## src/rtl/arm_pipeline_pkg.sv

```systemverilog
// Shared types and constants for the ARM five-stage pipeline hazard controller.
package arm_pipeline_pkg;

    typedef enum logic [1:0] {
        ST_RUN      = 2'b00,
        ST_MEM_WAIT = 2'b01,
        ST_HALT     = 2'b10
    } hz_state_t;

    typedef enum logic [1:0] {
        FWD_RF  = 2'b00,
        FWD_WB  = 2'b01,
        FWD_MEM = 2'b10
    } fwd_sel_t;

    localparam logic [3:0] PC_REG = 4'd15;

endpackage

```

## src/rtl/arm_hazard_forward_unit.sv

```systemverilog
// EX-stage forwarding select for one source operand: Memory-stage result wins over
// Writeback-stage result; the PC register is never forwarded.
module arm_hazard_forward_unit
    import arm_pipeline_pkg::*;
#(
    parameter int RegAddrWidth = 4
) (
    input  logic [RegAddrWidth-1:0] i_RAE,
    input  logic [RegAddrWidth-1:0] i_WA3M,
    input  logic                    i_RegWriteM,
    input  logic [RegAddrWidth-1:0] i_WA3W,
    input  logic                    i_RegWriteW,
    output fwd_sel_t                o_Forward
);

    logic not_pc;

    assign not_pc = (i_RAE != RegAddrWidth'(PC_REG));

    always_comb begin
        o_Forward = FWD_RF;
        if (i_RegWriteM && (i_WA3M == i_RAE) && not_pc) begin
            o_Forward = FWD_MEM;
        end else if (i_RegWriteW && (i_WA3W == i_RAE) && not_pc) begin
            o_Forward = FWD_WB;
        end
    end

endmodule

```

## src/rtl/arm_pipeline_hazard_ctrl.sv

```systemverilog
// Pipeline stall/flush/forward controller for the five-stage ARM datapath.
// Optional saturating perf counters are built when HAZARD_PERF_CNT_EN is defined.
module arm_pipeline_hazard_ctrl
    import arm_pipeline_pkg::*;
#(
    parameter int RegAddrWidth = 4,
    parameter int MemWaitMax   = 15,
    parameter int CntWidth     = 16
) (
    input  logic                    i_CLK,
    input  logic                    i_RESET,
    input  logic [RegAddrWidth-1:0] i_RA1D,
    input  logic [RegAddrWidth-1:0] i_RA2D,
    input  logic [RegAddrWidth-1:0] i_RA1E,
    input  logic [RegAddrWidth-1:0] i_RA2E,
    input  logic [RegAddrWidth-1:0] i_WA3E,
    input  logic                    i_MemToRegE,
    input  logic [RegAddrWidth-1:0] i_WA3M,
    input  logic                    i_RegWriteM,
    input  logic [RegAddrWidth-1:0] i_WA3W,
    input  logic                    i_RegWriteW,
    input  logic                    i_BranchTakenE,
    input  logic                    i_MemReqM,
    input  logic                    i_MemReadyM,
    output logic                    o_StallF,
    output logic                    o_StallD,
    output logic                    o_StallE,
    output logic                    o_StallM,
    output logic                    o_FlushD,
    output logic                    o_FlushE,
    output logic                    o_FlushW,
    output logic [1:0]              o_ForwardAE,
    output logic [1:0]              o_ForwardBE,
    output logic                    o_MemErr,
    output logic [CntWidth-1:0]     o_StallCycles,
    output logic [CntWidth-1:0]     o_FlushCount,
    output hz_state_t               o_State
);

    hz_state_t             state, state_next;
    logic [CntWidth-1:0]   wait_cnt, wait_cnt_next;
    fwd_sel_t              fwd_a, fwd_b;
    logic                  load_use;
    logic                  apply_rules;
    logic                  stall_f, stall_d, stall_e, stall_m;
    logic                  flush_d, flush_e, flush_w;

    arm_hazard_forward_unit #(.RegAddrWidth(RegAddrWidth)) u_fwd_a (
        .i_RAE       (i_RA1E),
        .i_WA3M      (i_WA3M),
        .i_RegWriteM (i_RegWriteM),
        .i_WA3W      (i_WA3W),
        .i_RegWriteW (i_RegWriteW),
        .o_Forward   (fwd_a)
    );

    arm_hazard_forward_unit #(.RegAddrWidth(RegAddrWidth)) u_fwd_b (
        .i_RAE       (i_RA2E),
        .i_WA3M      (i_WA3M),
        .i_RegWriteM (i_RegWriteM),
        .i_WA3W      (i_WA3W),
        .i_RegWriteW (i_RegWriteW),
        .o_Forward   (fwd_b)
    );

    assign load_use = i_MemToRegE && ((i_WA3E == i_RA1D) || (i_WA3E == i_RA2D));

    always_ff @(posedge i_CLK or posedge i_RESET) begin
        if (i_RESET) begin
            state    <= ST_RUN;
            wait_cnt <= '0;
        end else begin
            state    <= state_next;
            wait_cnt <= wait_cnt_next;
        end
    end

    always_comb begin
        state_next    = state;
        wait_cnt_next = wait_cnt;
        apply_rules   = 1'b0;
        stall_f = 1'b0; stall_d = 1'b0; stall_e = 1'b0; stall_m = 1'b0;
        flush_d = 1'b0; flush_e = 1'b0; flush_w = 1'b0;
        case (state)
            ST_RUN: begin
                if (i_MemReqM && !i_MemReadyM) begin
                    stall_f = 1'b1; stall_d = 1'b1; stall_e = 1'b1; stall_m = 1'b1;
                    flush_w       = 1'b1;
                    state_next    = ST_MEM_WAIT;
                    wait_cnt_next = CntWidth'(1);
                end else begin
                    apply_rules = 1'b1;
                end
            end
            ST_MEM_WAIT: begin
                if (i_MemReadyM) begin
                    apply_rules   = 1'b1;
                    state_next    = ST_RUN;
                    wait_cnt_next = '0;
                end else begin
                    stall_f = 1'b1; stall_d = 1'b1; stall_e = 1'b1; stall_m = 1'b1;
                    flush_w = 1'b1;
                    if (wait_cnt == CntWidth'(MemWaitMax)) begin
                        state_next = ST_HALT;
                    end else begin
                        wait_cnt_next = wait_cnt + CntWidth'(1);
                    end
                end
            end
            ST_HALT: begin
                stall_f = 1'b1; stall_d = 1'b1; stall_e = 1'b1; stall_m = 1'b1;
                flush_w = 1'b1;
            end
            default: state_next = ST_RUN;
        endcase
        // Execute inputs are only trusted when the pipe is moving; a taken branch squashes the load-use stall.
        if (apply_rules) begin
            if (load_use) begin
                stall_f = 1'b1; stall_d = 1'b1; flush_e = 1'b1;
            end
            if (i_BranchTakenE) begin
                flush_d = 1'b1; flush_e = 1'b1;
                stall_f = 1'b0; stall_d = 1'b0;
            end
        end
    end

    always_comb begin
        o_StallF    = stall_f;
        o_StallD    = stall_d;
        o_StallE    = stall_e;
        o_StallM    = stall_m;
        o_FlushD    = flush_d;
        o_FlushE    = flush_e;
        o_FlushW    = flush_w;
        o_ForwardAE = fwd_a;
        o_ForwardBE = fwd_b;
        if (i_RESET) begin
            o_StallF = 1'b0; o_StallD = 1'b0; o_StallE = 1'b0; o_StallM = 1'b0;
            o_FlushD = 1'b1; o_FlushE = 1'b1; o_FlushW = 1'b1;
            o_ForwardAE = FWD_RF;
            o_ForwardBE = FWD_RF;
        end
    end

    assign o_MemErr = (state == ST_HALT);
    assign o_State  = state;

`ifdef HAZARD_PERF_CNT_EN
    logic [CntWidth-1:0] stall_cycles, flush_count;
    logic                any_stall, any_flush;

    assign any_stall = o_StallF | o_StallD | o_StallE | o_StallM;
    assign any_flush = o_FlushD | o_FlushE;

    always_ff @(posedge i_CLK or posedge i_RESET) begin
        if (i_RESET) begin
            stall_cycles <= '0;
            flush_count  <= '0;
        end else begin
            if (any_stall && (stall_cycles != '1)) stall_cycles <= stall_cycles + CntWidth'(1);
            if (any_flush && (flush_count != '1))  flush_count  <= flush_count + CntWidth'(1);
        end
    end

    assign o_StallCycles = stall_cycles;
    assign o_FlushCount  = flush_count;
`else
    assign o_StallCycles = '0;
    assign o_FlushCount  = '0;
`endif

endmodule

```

## config.mk

```make
export PLATFORM = sky130hd
export DESIGN_NAME = arm_pipeline_hazard_ctrl
export DESIGN_NICKNAME = d
export VERILOG_FILES = /design/src/rtl/arm_pipeline_pkg.sv /design/src/rtl/arm_hazard_forward_unit.sv /design/src/rtl/arm_pipeline_hazard_ctrl.sv
export SDC_FILE = /design/constraint.sdc
export NUM_CORES = 1
export LEC_CHECK = 0
export CORE_ASPECT_RATIO = 0.7
export CORE_MARGIN = 2
export CORE_UTILIZATION = 38
export DETAILED_ROUTE_END_ITERATION = 7
export GPL_TIMING_DRIVEN = 1
export MAX_ROUTING_LAYER = met4
export PLACE_DENSITY = 0.86
export SLEW_MARGIN = 10
export SYNTH_ARGS = -nofsm -noshare
export SYNTH_HDL_FRONTEND = slang
export SYNTH_HIERARCHICAL = 1
export SYNTH_SLANG_ARGS = --single-unit
```

## constraint.sdc

```tcl
create_clock -name i_CLK -period 1.7 [get_ports i_CLK]
set_input_delay 0.34 -clock i_CLK [delete_from_list [all_inputs] [get_ports i_CLK]]
set_output_delay 0.34 -clock i_CLK [all_outputs]
set_load 0.02 [all_outputs]
```

==> impl_metrics.tcl <==
set metrics [dict create \
    vdd_ir_drop_max_mv 0.246 \
    final_cell_area_mm2 0.00270 \
    grt_pass1_wl_mm 8.59 \
    crit_start "wait_cnt[4]$_DFFE_PP0P_" \
    pre_cts_slack_ps -947 \
    crit_end "wait_cnt[0]$_DFFE_PP0P_" \
    synthXorXnorAreaFrac 0.0976 \
    cp_num_cells 5 \
    synth-compound-area-share 0.187 \
    num_antenna_cells 0 \
    setup_viol_count_final 20 \
    cts_hold_buffers 0 \
    grt_max_degree 19 \
    numCtsBuffers 3 \
    postRouteWirelength_mm 6.03 \
    drt_pass1_iterations 4 \
    cts_buffer_depth 2 \
    period_needed_ps 1980 \
    crit_required_ps 1830 \
    critPathLaunchType "flip-flop" \
    slew_viol_final 0 \
    dp_hpwl_mm 3.96 \
    synthSimpleGateAreaFrac 0.248 \
    rr_worst_depth 5 \
    grt_pass1_vias 1740 \
    grt_util_all_layers 0.215 \
    start_util 0.405 \
    path_clk_slew_ps 70 \
    nNetsFinal 340 \
    crit_family "simple AND/OR/NAND/NOR gates" \
    worst_ep_arrival_time_ps 2110 \
    r2r_setup_slack_ps -280 \
    gp_congestion 0.886 \
    final_layout_size_suffix_gt1_frac 0.457 \
    rows 20 \
    cts_tree "built" \
    synth-seq-cells 18 \
    hold_class "in2async" \
    seq_area_frac_synth 0.251 \
    detailroute.via_count 1903 \
    finalCritPeriodShare 1.16 \
    r2r-start "wait_cnt[4]$_DFFE_PP0P_" \
    dieHeight_um 61.5 \
    worst_r2r_endpoint "wait_cnt[0]$_DFFE_PP0P_" \
    cts.sinks 18 \
    clock_latency_ps 260 \
    slowest_stage "or4_4" \
    place_area_mm2 0.00245 \
    violations "negative setup slack" \
    crit_buf_inv 1 \
    wl_per_cell_um 16.9 \
    core_mm2 0.00443 \
    fillCellCount 353 \
    rsz0062_at_grt "yes" \
    drv_cap 0 \
    synth.avg_cell_area_um2 8.50 \
    skew_ps 4.79 \
    end_kind "flip-flop" \
    critPathKind "reg2reg" \
    cp_max_fo 3 \
    yosys_warnings 6 \
    antenna_found_initial 0 \
    synth_edf_count 0 \
    setup_ws_ps -276 \
    overflow 0 \
    hold_viol_final 0 \
    antenna_left 0 \
    ios 82 \
    route.detailed.drc 0 \
    muxShareOfSynthArea 0.0167 \
    ys_async_sr_fraction 1.00 \
    via_per_inst 5.33 \
    io_buffers 49 \
    synth_top_flop_cell "dfrtp_1" \
    area.growth.synth_to_final_pct 50.7 \
    synthAdderAreaFrac 0.00697 \
    cts_root_buf "clkbuf_8" \
    power_density_mw_per_mm2 498 \
    dieArea_mm2 0.00530 \
    cts-htree-levels 1 \
    fin_tns_setup_ps -2390 \
    fmax_ghz 0.506 \
    drt_iter0_drc 139 \
    slowest_delay_ps 550 \
    path_cells "or4_4, nor4_4, buf_4, mux2i_2, o221ai_2" \
    die_x_um 86.1 \
    synth_top_family_by_area "simple AND/OR/NAND/NOR gates" \
    status "finished with violations" \
    synth_cell_types 49 \
    syn_inst 211 \
    leakagePower_uw 0.00123 \
    synth.cell_area_mm2 0.00179 \
]
sequential cells by signal, indices dropped and copies added, names as in the netlist:
name	cells
wait_cnt	16
o_State	2
timing repair:
item,CTS,global route
setup endpoints to repair,31,27
cloned,0,1
pin swaps,30,26
setup buffers,4,4
gates resized for setup,169,54
worst min-delay path: cells and delay by family:
kind | cells | cell delay (ps)
buffers and inverters | 4 | 680
Yosys cell counts (2+ instances only):
library cell  instances  share of area
buf_4                34           0.14
dfrtp_1              18           0.25
a21oi_1              16          0.045
xnor2_1              12          0.059
nand2_1              10          0.021
nor2_1                9          0.019
inv_1                 8          0.017
xor2_1                8          0.039
nand3_1               6          0.017
nand4_1               6          0.021
o21ai_0               6          0.017
a31oi_1               5          0.017
o31ai_1               5          0.021
or3_1                 5          0.017
and2_1                4          0.014
and4_1                4          0.020
nor2b_1               4          0.014
or4_2                 4          0.020
and3_1                3          0.010
clkbuf_8              3          0.023
mux2i_1               3          0.017
nand2b_1              3          0.010
nor4_1                3          0.010
or4_4                 3          0.019
a21o_1                2         0.0084
o211ai_1              2         0.0084
o21a_1                2         0.0084
o221a_1               2          0.013
through the flow:
stage / util / power, uW / instances / hold slack (ps)
after floorplan: - / 752 / 242 / 284
after global placement: 0.553 / 902 / 344 / 574
after detailed placement: 0.553 / 914 / 344 / 581
after CTS: 0.575 / 1280 / 352 / 568
after global routing: 0.610 / 1400 / 357 / 435
final: 0.610 / 1350 / 357 / 392
power breakdown:
part / switching (uW) / total [uW] / internal [uW]
Sequential: 18.8 / 461 / 442
Clock: 153 / 359 / 206
Combinational: 295 / 528 / 233
Total: 467 / 1350 / 881
layout by cell type (no fill, tap or decap), types with 4 or more instances in the layout:
cell / n
xnor2_1: 10
inv_1: 6
nor2b_1: 4
dlygate4sd2_1: 8
o21ai_0: 6
a31oi_1: 5
a21oi_1: 5
clkbuf_8: 4
a21oi_2: 6
a21oi_4: 5
conb_1: 32
nand2_1: 9
buf_6: 16
xor2_2: 4
dfrtp_1: 16
clkbuf_2: 6
nand3_1: 5
buf_2: 19
or3_1: 5
xor2_1: 4
or4_2: 4
buf_4: 38
clkdlybuf4s15_1: 4
nor2_1: 6
o31ai_1: 5
nand4_1: 6
worst min path at each step:
stage,from,endpoint,slack (ps)
floorplan,i_RESET,wait_cnt[0]$_DFFE_PP0P_,280
global route,i_RESET,wait_cnt[2]$_DFFE_PP0P_,430
detailed placement,wait_cnt[8]$_DFFE_PP0P_,wait_cnt[8]$_DFFE_PP0P_,580
finish,i_RESET,wait_cnt[2]$_DFFE_PP0P_,390
global placement,wait_cnt[8]$_DFFE_PP0P_,wait_cnt[8]$_DFFE_PP0P_,570
CTS,i_MemReadyM,o_State[0]$_DFFE_PP0P_,570
layer usage:
layer	routed length (um)	global-route usage	share of wire	vias up
li1	-	-	-	884
met1	2490	0.272	0.41	927
met2	3110	0.378	0.52	80
met3	350	0.0335	0.058	12
met4	68	0.0317	0.011	0
met5	0	-	0	-
cell families (layout without fill, tap and decap cells):
group / count (synthesis) / in the layout
AOI/OAI and AO/OA: 50 / 50
DFF: 18 / 18
buffers and inverters: 47 / 107
and+or+nand+nor: 71 / 71
muxes: 3 / 3
other: 1 / 32
adders and majority gates: 1 / 1
xor gates and xnor gates: 20 / 20
cell type report:
cell class,count,area (um2),area share
clock buffer,4,55.1,0.0204
inverter,8,30.0,0.0111
multi-input combinational,177,1340,0.497
sequential,18,453,0.168
tap,55,68.8,0.0255
timing repair buffer,95,753,0.279
(Power assumes the default switching activity.)
